**config.mk**
```make
export PLATFORM = sky130hd
export DESIGN_NAME = alu_seq_multiplier
export DESIGN_NICKNAME = d
export VERILOG_FILES = /design/src/rtl/alu_mul_pkg.sv /design/src/rtl/alu_seq_multiplier.sv
export SDC_FILE = /design/constraint.sdc
export NUM_CORES = 1
export LEC_CHECK = 0
export ABC_AREA = 1
export ABC_CLOCK_PERIOD_IN_PS = 1980
export CAP_MARGIN = 20
export CORE_MARGIN = 5
export CORE_UTILIZATION = 56
export CTS_CLUSTER_DIAMETER = 100
export DETAILED_ROUTE_END_ITERATION = 7
export PLACE_DENSITY = 0.8
export SLEW_MARGIN = 20
export SYNTH_ARGS = -nofsm -noshare
export SYNTH_HDL_FRONTEND = slang
export SYNTH_SLANG_ARGS = --single-unit
```
**constraint.sdc**
```tcl
create_clock -name clk -period 1.98 [get_ports clk]
set_clock_uncertainty 0.05 [all_clocks]
set_input_delay 0.297 -clock clk [delete_from_list [all_inputs] [get_ports clk]]
set_output_delay 0.297 -clock clk [all_outputs]
set_load 0.05 [all_outputs]
```
**src/rtl/alu_mul_pkg.sv**
```systemverilog
// Shared types and helpers for the ALU sequential multiplier.
// The negation helper works at the widest product size; callers cast to their own width.
package alu_mul_pkg;

   typedef enum logic [1:0] {
      IDLE = 2'd0,
      RUN  = 2'd1,
      SIGN = 2'd2
   } mul_state_e;

   localparam int MUL_WIDTH_DEFAULT = 8;
   localparam int MUL_MAX_PROD      = 64;

   function automatic logic [MUL_MAX_PROD-1:0] cond_negate(
      input logic [MUL_MAX_PROD-1:0] value,
      input logic                    negate
   );
      logic [MUL_MAX_PROD-1:0] res;
      if (negate) begin
         res = ~value + 64'd1;
      end else begin
         res = value;
      end
      return res;
   endfunction

endpackage

```
**src/rtl/alu_seq_multiplier.sv**
```systemverilog
// WIDTH x WIDTH radix-2 shift-add multiplier with signed/unsigned mode.
// Operands are reduced to magnitudes at capture; the sign is applied once in SIGN.
module alu_seq_multiplier
   import alu_mul_pkg::*;
#(
   parameter int WIDTH = MUL_WIDTH_DEFAULT
) (
   input  logic                 clk,
   input  logic                 rst_n,
   input  logic                 start,
   input  logic                 signed_mode,
   input  logic [WIDTH-1:0]     first,
   input  logic [WIDTH-1:0]     second,
   output logic                 busy,
   output logic                 done,
   output logic [2*WIDTH-1:0]   result
);

   localparam int CW = $clog2(WIDTH + 1);

   mul_state_e         state_r, state_next_s;
   logic [WIDTH-1:0]   mcand_r, mcand_next_s;
   logic [WIDTH-1:0]   mplier_r, mplier_next_s;
   logic [2*WIDTH:0]   acc_r, acc_next_s;
   logic [CW-1:0]      count_r, count_next_s;
   logic               neg_r, neg_next_s;
   logic               busy_r, busy_next_s;
   logic               done_r, done_next_s;
   logic [2*WIDTH-1:0] result_r, result_next_s;
   logic [WIDTH:0]     addend_s;
   logic [WIDTH:0]     sum_s;

   assign busy   = busy_r;
   assign done   = done_r;
   assign result = result_r;

   // Next-state and datapath updates for the IDLE/RUN/SIGN sequence
   always_comb begin
      state_next_s  = state_r;
      mcand_next_s  = mcand_r;
      mplier_next_s = mplier_r;
      acc_next_s    = acc_r;
      count_next_s  = count_r;
      neg_next_s    = neg_r;
      done_next_s   = 1'b0;
      result_next_s = result_r;

      if (mplier_r[0]) begin
         addend_s = {1'b0, mcand_r};
      end else begin
         addend_s = '0;
      end
      // acc_r[2*WIDTH] is always zero here; the add carry lands in it before the shift
      sum_s = acc_r[2*WIDTH:WIDTH] + addend_s;

      case (state_r)
         IDLE: begin
            if (start) begin
               state_next_s  = RUN;
               mcand_next_s  = WIDTH'(cond_negate(64'(first),  signed_mode & first[WIDTH-1]));
               mplier_next_s = WIDTH'(cond_negate(64'(second), signed_mode & second[WIDTH-1]));
               acc_next_s    = '0;
               count_next_s  = CW'(WIDTH);
               neg_next_s    = signed_mode & (first[WIDTH-1] ^ second[WIDTH-1]);
            end else begin
               state_next_s  = IDLE;
            end
         end
         RUN: begin
            acc_next_s    = {1'b0, sum_s, acc_r[WIDTH-1:1]};
            mplier_next_s = mplier_r >> 1;
            count_next_s  = count_r - CW'(1);
            if (count_r == CW'(1)) begin
               state_next_s = SIGN;
            end else begin
               state_next_s = RUN;
            end
         end
         SIGN: begin
            result_next_s = (2*WIDTH)'(cond_negate(64'(acc_r[2*WIDTH-1:0]), neg_r));
            done_next_s   = 1'b1;
            state_next_s  = IDLE;
         end
         default: begin
            state_next_s = IDLE;
         end
      endcase

      busy_next_s = (state_next_s != IDLE);
   end

   // State and output registers with synchronous active-low reset
   always_ff @(posedge clk) begin
      if (!rst_n) begin
         state_r  <= IDLE;
         mcand_r  <= '0;
         mplier_r <= '0;
         acc_r    <= '0;
         count_r  <= '0;
         neg_r    <= 1'b0;
         busy_r   <= 1'b0;
         done_r   <= 1'b0;
         result_r <= '0;
      end else begin
         state_r  <= state_next_s;
         mcand_r  <= mcand_next_s;
         mplier_r <= mplier_next_s;
         acc_r    <= acc_next_s;
         count_r  <= count_next_s;
         neg_r    <= neg_next_s;
         busy_r   <= busy_next_s;
         done_r   <= done_next_s;
         result_r <= result_next_s;
      end
   end

endmodule

```
* Word level (Yosys, flattened, before mapping)
Index checks and enable logic that the tools add are counted.
** Storage, ports and cells
- Input port bits :: 20
- Bits in registers :: 58
- Output and inout port bits :: 18
** Operators by class
- Bitwise operators :: 7
- $add $sub $neg :: 5
- Equal/unequal tests :: 4
- Reduce and logical (&&, ||, !) cells :: 5
- Muxes and demuxes :: 14
** Operator list (count)
- one-hot mux 17 bit (2 select lines) :: 1
- two-way mux 8 bit :: 4
- two-way mux 17 bit :: 1
- adder 16 x 1 -> 16 bit, second input constant :: 1
- adder 8 x 1 -> 8 bit, second input constant :: 2
- two-way mux 16 bit :: 1
- inverter 16 bit :: 1
- inverter 8 bit :: 2
- one-hot mux 8 bit (2 select lines) :: 1
- adder 9 bit :: 1
- one-hot mux 4 bit (2 select lines) :: 1
- == test 4 x 1 -> 1 bit, second input constant :: 1
- two-way mux 4 bit :: 1
- one-hot mux 2 bit (2 select lines) :: 1
- AND reduction 2 bit :: 2
- nonzero test 2 bit :: 2
- subtractor 4 x 1 -> 4 bit, second input constant :: 1
- bitwise AND 1 bit :: 3
- == test 2 x 1 -> 1 bit, second input constant :: 1
- == test 2 bit, second input constant :: 1
- logical NOT 2 bit :: 1
- two-way mux 1 bit :: 2
- two-way mux 2 bit :: 1
- inequality test 2 bit, second input constant :: 1
- bitwise XOR 1 bit :: 1

* Logic depth before layout (Yosys ltp)
- Depth in word-level cells :: 5
- Depth in mapped cells :: 11

* Worst setup path after synthesis
OpenSTA, ideal clock, no wires.
- Path kind :: register to register
- Start :: reg mplier_r[0]
- End :: reg acc_r[15]
- Cell stages (with the launch flop) :: 12
- Setup time :: 112 ps
- Path slack :: 180 ps
- Clock period less this slack :: 1800 ps
- Arrival time :: 1638 ps
- Path through :: dfxtp_1 clkbuf_1 nand2_1 inv_1 ha_1 fa_1 nand3_1 nand2_1 a21oi_1 o21ai_0 nand2_1 nand2_1
** Between the ends
- Cells in the longest elaborated chain, start to end :: 3
** Ends and longest elaborated chain
- start, declared :: RTL line alu_seq_multiplier.sv:23 : logic [WIDTH-1:0] mplier_r, mplier_next_s;
- start signal, assigned :: RTL line alu_seq_multiplier.sv:107 : mplier_r <= mplier_next_s;
- two-way mux 8 bit :: RTL line alu_seq_multiplier.sv:48 : if (mplier_r[0]) begin
- adder 9 bit :: RTL line alu_seq_multiplier.sv:54 : sum_s = acc_r[2*WIDTH:WIDTH] + addend_s;
- one-hot mux 17 bit (2 select lines) :: RTL line alu_seq_multiplier.sv:56 : case (state_r)
- end signal, assigned :: RTL line alu_seq_multiplier.sv:108 : acc_r <= acc_next_s;
- end, declared :: RTL line alu_seq_multiplier.sv:24 : logic [2*WIDTH:0] acc_r, acc_next_s;
Every way passes these cells.
A chain may end at the register's enable or synchronous reset.

* Worst setup path after layout
- Start :: reg result_r[15] (netlist: result[15])
- End :: out result[15]
** RTL lines
- start, declared :: RTL line alu_seq_multiplier.sv:29 : logic [2*WIDTH-1:0] result_r, result_next_s;
- start signal, assigned :: RTL line alu_seq_multiplier.sv:113 : result_r <= result_next_s;
- end, declared :: RTL line alu_seq_multiplier.sv:16 : output logic [2*WIDTH-1:0] result
No word-level cell between the ends.

==> results.json <==
{
  "status": "completed",
  "setup_viol_count_final": 0,
  "cts-htree-levels": 3,
  "drtIter0Drc": 141,
  "p_sw_frac": 0.2840,
  "synthSimpleGateAreaFrac": 0.2551,
  "pin_count": 38,
  "synth_top_area_frac": 0.3602,
  "antenna_left": 0,
  "worst_slack_ns": 0.1446,
  "grtUsageTotal": 0.1994,
  "ir_worst_vdd_mv": 0.4166,
  "cp_max_fo": 2,
  "sequentialPowerShare": 0.452,
  "synthAdderAreaFrac": 0.05766,
  "grt_max_degree": 29,
  "preCtsSetupSlack_ns": 0.1310,
  "drive_gt1_frac": 0.09495,
  "antenna_found_initial": 0,
  "end_kind": "output pin",
  "cpMaxStageDelayCell": "clkdlybuf4s50_1",
  "yosys.area_share.xor_xnor": 0.02488,
  "netlist-cell-type-count": 41,
  "syn-cell-area_um2": 3168,
  "cts.sinks": 57,
  "internal_power_mw": 1.984,
  "syn_avg_cell_area_um2": 7.056,
  "cp.depth": 1,
  "cp_num_buf_inv": 1,
  "routabilityCongestion": 0.8711,
  "routedWlPerCell_um": 12.12,
  "dieArea_um2": 7262,
  "synth_top_family_by_area": "simple AND/OR/NAND/NOR gates",
  "layout_min_cycle_time_ns": 1.835,
  "crit_type": "reg -> out",
  "drc": 0,
  "cts_buffer_depth": 2,
  "syn2layout_area_growth_pct": 19.59,
  "grt_pass1_vias": 2684,
  "vias": 2919,
  "synth_area_leaders": "dfxtp_1 36%, nand2_1 11%, inv_1 6.6%",
  "hp-start": "mplier_r[7]",
  "synth.largest_area_cell": "dfxtp_1",
  "cts_buffers": 9,
  "synth_compound_area_frac": 0.1939,
  "rr_endpoint": "acc_r[15]",
  "clock_latency_ns": 0.34,
  "r2r_slack_ns": 0.19,
  "initial_core_util": 0.5753,
  "wl_um": 6872,
  "portBuffers": 37,
  "crit_chain": "clkdlybuf4s50_1",
  "layout_common_cells": "95 x nand2_1, 56 x inv_1, 56 x dfxtp_1, 43 x nor2_1",
  "final_common_cell": "nand2_1",
  "design_area_um2": 3789,
  "cts_root_buffer": "clkbuf_8",
  "syn_inst": 449,
  "ys_seq_area_frac": 0.3602,
  "ys_seq_elements": 57,
  "placed_area_um2": 3588,
  "yosys_warnings": 0,
  "rsz0062_at_grt": "false",
  "grt_overflow": 0,
  "tns_ns": 0,
  "maxSlewViolCount": 0,
  "nFillCells": 474,
  "crit-reg2reg-launch": "mplier_r[0]",
  "relSlewSlack": 0.6605,
  "final_nets": 524,
  "p_sw_uw": 786.8,
  "antennaDiodeCount": 0,
  "p_leak_nw": 1.750,
  "syn-num-nets": 483,
  "max_freq_ghz": 0.5449,
  "period_share": 0.9269,
  "hp-class": "reg -> reg",
  "core_area_um2": 5507,
  "max_stage_delay_ns": 0.81,
  "cp-start-kind": "flop",
  "arrival_ns": 1.49,
  "final-hold-violation-count": 0,
  "drt_first_pass_iters": 4,
  "critical_path.top_delay_family": "buffers and inverters",
  "place_inst": 551,
  "power_density_nw_per_um2": 731.3,
  "hold_end": "mplier_r[7]",
  "p_clk_frac": 0.386,
  "cts_tree": "built",
  "clk_transition_reported_paths_ns": 0.07,
  "worstMarginPinSlew_ns": 0.5076,
  "drt-vias-per-instance": 5.148,
  "worstRegToRegCells": 10,
  "hold_buffers": 0,
  "grt_pass1_wl_um": 11640,
  "yosys-mux-area-fraction": 0,
  "hpwlAfterDp_um": 5175,
  "required_ns": 1.63,
  "stdcell_count": 567,
  "pwr-share-comb": 0.161,
  "fp-row-count": 27,
  "min_delay_path_depth": 2,
  "die_h_um": 85.22,
  "chipWidth_um": 85.22,
  "drv_cap": 0
}
==> stage by stage <==
| step | utilization | hold WS (ns) | power [mW] |
|---|---|---|---|
| floorplan | - | 0.3765 | 1.596 |
| global placement | 0.6517 | 0.3939 | 1.712 |
| detailed placement | 0.6517 | 0.4006 | 1.723 |
| CTS | 0.6871 | 0.4108 | 2.798 |
| global route | 0.6880 | 0.4299 | 2.921 |
| finish | 0.6880 | 0.4096 | 2.770 |
==> cells in the mapped netlist <==
cell / instances
inv_2: 8
inv_1: 56
nand2_2: 1
clkinv_1: 1
buf_8: 1
clkbuf_1: 3
fa_1: 1
nand3_1: 34
o22ai_1: 5
a31oi_2: 1
buf_6: 2
o22ai_2: 2
o21ai_0: 37
a21oi_2: 2
nor2_8: 2
buf_4: 2
nand2_1: 95
o21ai_1: 7
o21bai_1: 1
nand3_2: 1
a21boi_0: 1
nor3_1: 1
nand2_4: 1
and2_1: 1
buf_1: 1
nor2_2: 1
o32ai_1: 6
buf_2: 5
ha_1: 13
xor2_1: 8
a21oi_1: 34
a22oi_1: 6
inv_4: 1
xnor2_1: 1
o221ai_1: 1
a31oi_1: 1
nor2_4: 2
a32o_1: 1
dfxtp_1: 57
nor2_1: 43
nand4_1: 2
==> sequential cells by signal, indices dropped and copies added, names as in the netlist <==
name and count:
acc_r 16, result 16, mcand_r 8, mplier_r 8, count_r 4, state_r 2, busy 1, done 1
neg_r 1
==> worst max path at each step <==
stage	endpoint	slack [ns]	from
2_1_floorplan	acc_r[15]	0.18	mplier_r[0]
3_3_place_gp	acc_r[15]	0.19	mplier_r[0]
3_5_place_dp	acc_r[15]	0.13	mplier_r[0]
4_1_cts	result[15]	0.12	result[15]
5_1_grt	acc_r[15]	0.06	mplier_r[0]
6_report	result[15]	0.14	result[15]
==> routing by layer <==
layer | wire (um) | track usage | vias to the layer above
met3 | 349 | 0.04660 | 11
met4 | 129 | 0.09353 | 0
li1 | - | - | 1556
met1 | 3059 | 0.2309 | 1284
met5 | 0 | 0 | -
met2 | 3334 | 0.3453 | 68
==> repair_timing <==
action                     CTS  global route
setup buffers                0             0
setup endpoints to repair    0             2
gates resized for setup      0             2
==> power by group through the flow <==
| stage | Combinational, mW | Sequential (mW) | Clock, mW |
|---|---|---|---|
| 2_1_floorplan | 0.303 | 1.29 | 0 |
| 5_1_grt | 0.497 | 1.26 | 1.16 |
| 3_3_place_gp | 0.438 | 1.27 | 0 |
| 3_5_place_dp | 0.446 | 1.28 | 0 |
| 6_report | 0.447 | 1.25 | 1.07 |
| 4_1_cts | 0.448 | 1.25 | 1.10 |
==> logic make-up (layout without fill, tap and decap cells) <==
| family | count (synthesis) | count (layout) |
|---|---|---|
| compound gates | 105 | 105 |
| xor+xnor | 9 | 9 |
| fa+ha+maj | 14 | 14 |
| buf+inv | 80 | 126 |
| flops | 57 | 57 |
| simple gates | 184 | 184 |
==> cell type report <==
type                            count  area (um2)  area share
Inverter                           66       250.2     0.06605
Sequential cell                    57        1142      0.3015
Tap cell                           72       90.09     0.02378
Multi-Input combinational cell    312        1688      0.4455
Clock inverter                      6       57.56     0.01519
Timing Repair Buffer               44       422.9      0.1116
Clock buffer                       10       137.6     0.03633
(Power assumes the default switching activity.)
